===== src/rtl/vx_uop_expander.sv =====
// Micro-op expander: emits in_count uops per instruction with index/first/last tags, zero-latency bypass on the first uop.
// Optional synchronous flush port enabled by defining UOP_EXPANDER_FLUSH_EN.
module vx_uop_expander #(
    parameter  int DATAW    = 128,
    parameter  int MAX_UOPS = 8,
    localparam int CNTW     = $clog2(MAX_UOPS + 1),
    localparam int IDXW     = $clog2(MAX_UOPS)
) (
    input  logic             clk,
    input  logic             reset,
`ifdef UOP_EXPANDER_FLUSH_EN
    input  logic             flush,
`endif
    input  logic             in_valid,
    input  logic [DATAW-1:0] in_data,
    input  logic [CNTW-1:0]  in_count,
    output logic             in_ready,
    output logic             out_valid,
    output logic [DATAW-1:0] out_data,
    output logic [IDXW-1:0]  out_uop_idx,
    output logic             out_first,
    output logic             out_last,
    input  logic             out_ready,
    output logic             busy
);

    typedef enum logic {
        IDLE   = 1'b0,
        ACTIVE = 1'b1
    } state_t;

    state_t           r_state;
    logic [IDXW-1:0]  r_idx;
    logic [CNTW-1:0]  r_cnt;
    logic [DATAW-1:0] r_data;

    logic [CNTW-1:0]  w_eff;
    logic             w_act_last;
    logic             w_flush;

`ifdef UOP_EXPANDER_FLUSH_EN
    assign w_flush = flush;
`else
    assign w_flush = 1'b0;
`endif

    // Zero means one uop; oversize counts saturate at the expansion depth.
    always_comb begin
        w_eff = in_count;
        if (in_count == '0) begin
            w_eff = CNTW'(1);
        end else if (in_count > CNTW'(MAX_UOPS)) begin
            w_eff = CNTW'(MAX_UOPS);
        end
    end

    assign w_act_last = (CNTW'(r_idx) == (r_cnt - CNTW'(1)));
    assign busy       = (r_state == ACTIVE);

    always_comb begin
        out_valid   = 1'b0;
        in_ready    = 1'b0;
        out_data    = in_data;
        out_uop_idx = '0;
        out_first   = 1'b1;
        out_last    = (w_eff == CNTW'(1));
        if (r_state == ACTIVE) begin
            out_data    = r_data;
            out_uop_idx = r_idx;
            out_first   = 1'b0;
            out_last    = w_act_last;
        end
        if (!reset && !w_flush) begin
            if (r_state == IDLE) begin
                out_valid = in_valid;
                in_ready  = out_ready;
            end else begin
                out_valid = 1'b1;
            end
        end
    end

    always_ff @(posedge clk or posedge reset) begin
        if (reset) begin
            r_state <= IDLE;
            r_idx   <= '0;
            r_cnt   <= '0;
            r_data  <= '0;
        end else if (w_flush) begin
            r_state <= IDLE;
            r_idx   <= '0;
        end else begin
            case (r_state)
                IDLE: begin
                    // Uop 0 already left via bypass, so the sequence resumes at index 1.
                    if (in_valid && out_ready && (w_eff > CNTW'(1))) begin
                        r_data  <= in_data;
                        r_cnt   <= w_eff;
                        r_idx   <= IDXW'(1);
                        r_state <= ACTIVE;
                    end
                end
                ACTIVE: begin
                    if (out_ready) begin
                        if (w_act_last) begin
                            r_idx   <= '0;
                            r_state <= IDLE;
                        end else begin
                            r_idx <= r_idx + IDXW'(1);
                        end
                    end
                end
                default: begin
                    r_state <= IDLE;
                    r_idx   <= '0;
                end
            endcase
        end
    end

endmodule


===== config.mk =====
export PLATFORM = sky130hd
export DESIGN_NAME = vx_uop_expander
export DESIGN_NICKNAME = d
export VERILOG_FILES = /design/src/rtl/vx_uop_expander.sv
export SDC_FILE = /design/constraint.sdc
export NUM_CORES = 1
export LEC_CHECK = 0
export ABC_CLOCK_PERIOD_IN_PS = 5700
export BUFFER_PORTS_ARGS = -buffer_cell sky130_fd_sc_hd__clkbuf_2
export CORE_MARGIN = 4
export CORE_UTILIZATION = 50
export CTS_CLUSTER_DIAMETER = 150
export DETAILED_ROUTE_END_ITERATION = 12
export GPL_TIMING_DRIVEN = 0
export PLACE_DENSITY = 0.92
export SLEW_MARGIN = 40
export SYNTH_ARGS = -nofsm -noshare
export SYNTH_HDL_FRONTEND = slang
export SYNTH_SLANG_ARGS = --single-unit
export TNS_END_PERCENT = 5

===== constraint.sdc =====
create_clock -name clk -period 5.7 [get_ports clk]
set_input_delay 0 -clock clk [delete_from_list [all_inputs] [get_ports clk]]
set_output_delay 0 -clock clk [all_outputs]
set_load 0.05 [all_outputs]

==> metrics <==
final hold violation count 0; Worst path slowest cell clkbuf_1; number of iterations in the first detailed-routing pass 4; pin count of the biggest net entering global routing 74; Final Max Tran Viols 0; number of synthesized register bits 136; ratio of cells with drive above 1 in the final layout a little under two thirds; share of the clock period used by the worst path after layout 46.2%; Post-Synthesis Net Count slightly above 600; register clock-pin slew on the reported worst setup and hold paths 0.05 ns; Clock Tree Root clkbuf_16; Resized cells post-CTS 0; count of fill cells added during filler insertion approximately 700; I/O pin cnt between 200 and 300; total number of yosys warnings 0; type of the tightest min-delay check in2async; CTS tree done; global-route wire length before repair between 30000 and 40000 microns; cell repeated most along the worst path clkbuf_1; kind of cell adding the most delay to the critical path buffers and inverters; Slew @ Worst Pin approximately 0.61 ns; CP Capture Type output port; Total Routing Usage GR 28.2%; effective utilization at floorplan around half; area leader, netlist dfrtp_1; maximum count of clock buffers along a single path 2; count of distinct cell types in the synthesized netlist 27; arrival time at the worst endpoint 2.63 ns; multi-input combinational cell area approximately 3300 sq um; maximum single-stage delay on the critical path 0.49 ns; wire per inst 20.5 microns; die width between 100 and 150 microns; number of levels the H-tree was split into 4; die extent in y ~130 microns; Req. time, crit path about 5.7 ns; final sum of negative setup slack 0 ns; Final Setup Violations 0; ranking of synthesized cells by instance count mux2_2, dfrtp_1, mux2_4; overall die area 15800 sq um; number of buffers inserted by hold repair at cts 137; Max Cap Viol 0; cell types occupying the most area after synthesis dfrtp_1, mux2_2, mux2_4; DR iter-0 viols roughly 280; result of the run completed; critical path start-end classification reg2out; number of antenna violations at the first check in global routing 1; total CTS buffers 17; Worst-Skew Late Latency ~0.42 ns; total standard cell area after synthesis 6910 sq um; drc violations 0; total wirelength of the detailed-routed design around 22000 microns; Synth-to-Final Area Change 50.9%; total number of vias 5726; number of clock sinks between 100 and 150; area share of the largest cell type after synthesis roughly half; RSZ-0062 raised after global routing false; register cell area after layout about 3400 sq um; share of synthesized area occupied by flip-flops and latches approximately 49%; Vias/cell approximately 5.3; top flip-flop cell by instance count after synthesis dfrtp_1; minimum clock period approximately 2.6 ns; cell chain of the critical path clkbuf_1 -> clkbuf_1 -> buf_2 -> mux2_2 -> clkbuf_2; largest fanout on the critical path 10; largest clock skew in the final design about 0.0083 ns; Port-buffer cells 271; async set-or-reset flop fraction in the synthesized netlist between 90% and 100%; antenna viol nets, final 0; core area around 13000 sq um; Avg Inst Size Synth 14.6 sq um; Post-CTS Repair Setup Buffers 0; CP startpoint kind flop; nets@finish 1038; number of global-route vias before repair about 6500; Crit path buffers/inverters 4; cell with the most instances after synthesis mux2_2; global placer's final weighted congestion roughly 0.86; Max Fclk 380 MHz; Gate Count Post-Synth around 470; Max-Slew Margin vs Limit about three fifths; count of flip-flops with a built-in enable after synthesis 0; worst-case hold slack approximately 0.23 ns; HPWL reported at the end of detailed placement around 13000 microns; remaining global-route overflow 0; number of standard-cell rows in the floorplan 42
[per-layer routing]
layer	part of all wire, %	wire [microns]	up-vias	global-route usage (%)
met5	0	0	-	0
met2	53	11800	269	50.4
met1	37	8200	2827	31.6
met4	3.8	846	0	12.9
met3	6.1	1370	68	7.29
li1	-	-	2562	-
[per-stage QoR]
step | std cells | utilization (%) | cell area [sq um] | worst slack, ns
finish | 1087 | 77.8 | 10400 | 3.07
global route | 1087 | 77.8 | 10400 | 2.98
CTS | 1086 | 77.8 | 10400 | 3.09
detailed placement | 920 | 63.6 | 8520 | 3.54
global placement | 919 | 63.3 | 8480 | 0.446
floorplan | 472 | - | 6910 | 2.05
[logic make-up after synthesis]
| logic type | after synthesis | share of synthesized area (%) |
|---|---|---|
| AOI/OAI and AO/OA | 12 | 1.14 |
| xor gates and xnor gates | 4 | 0.725 |
| adders and majority gates | 2 | 0.362 |
| muxes | 258 | 43.8 |
| buffers and inverters | 38 | 3.08 |
| DFF | 136 | 49.3 |
| and+or+nand+nor | 22 | 1.58 |
[worst register-to-register path: stages, from the launching register on]
cell and delay [ns]:
dfrtp_1 0.39, clkbuf_1 0.17, nor2b_1 0.17, and2_1 0.16
buf_6 0.16, buf_6 0.19, buf_6 0.18, nand3b_1 0.10
dlygate4sd3_1 0.60, o21ai_0 0.10
[layout make-up]
| cell class | instances | share of cell area (%) |
|---|---|---|
| Sequential cell | 136 | 32.7 |
| Multi-Input combinational cell | 298 | 31.6 |
| Timing Repair Buffer | 409 | 26.4 |
| Clock buffer | 25 | 4.66 |
| Tap cell | 176 | 2.11 |
| Buffer | 31 | 1.79 |
| Clock inverter | 4 | 0.432 |
| Inverter | 7 | 0.324 |
| Antenna cell | 1 | 0.0240 |
[flip-flops by register name, summed over array words and instances, names as in the netlist]
signal / flops
r_cnt: 4
busy: 1
r_idx: 3
r_data: 128
[cells in the final DEF (no fill, tap or decap)]
cell type | Yosys | routed
a21o_1 | 1 | 1
a2bb2oi_1 | 1 | 1
bufinv_16 | 0 | 1
a21oi_1 | 1 | 1
nand3b_1 | 2 | 2
xnor2_1 | 3 | 3
o31a_1 | 1 | 1
dlygate4sd3_1 | 0 | 137
buf_1 | 2 | 2
a22o_1 | 1 | 1
buf_16 | 0 | 1
and2_1 | 5 | 5
nor3_1 | 2 | 2
clkbuf_16 | 0 | 17
clkbuf_1 | 3 | 8
clkbuf_8 | 0 | 3
inv_1 | 7 | 6
mux2_2 | 224 | 224
mux2_4 | 33 | 33
o31ai_1 | 1 | 1
clkbuf_2 | 0 | 271
o21ai_0 | 5 | 5
mux2i_1 | 1 | 1
o211ai_1 | 1 | 1
dfrtp_1 | 136 | 136
clkinv_2 | 0 | 3
inv_8 | 0 | 1
nor2b_1 | 1 | 1
nor2_1 | 5 | 5
nand3_1 | 1 | 1
diode_2 | 0 | 1
buf_6 | 6 | 6
xor3_1 | 1 | 1
ha_1 | 2 | 2
buf_2 | 20 | 20
nand2_1 | 6 | 6
[path summary, 6_finish.rpt]
path | depth (start not counted) | to | from | slack [ns]
worst max-delay path | 5 | out_data[24] | busy | 3.07
worst min-delay path | 3 | r_data[5] | reset | 0.23
worst max register to register | 9 | r_cnt[2] | busy | 3.39
worst min register to register | 1 | r_data[59] | r_data[59] | 0.50
max in group asynchronous | 4 | r_data[25] | reset | 4.76
min in group clk | 4 | r_idx[0] | in_valid | 0.24
Power is not shown: default switching activity piles up to over one toggle a cycle in this logic, so the estimate is an artifact.
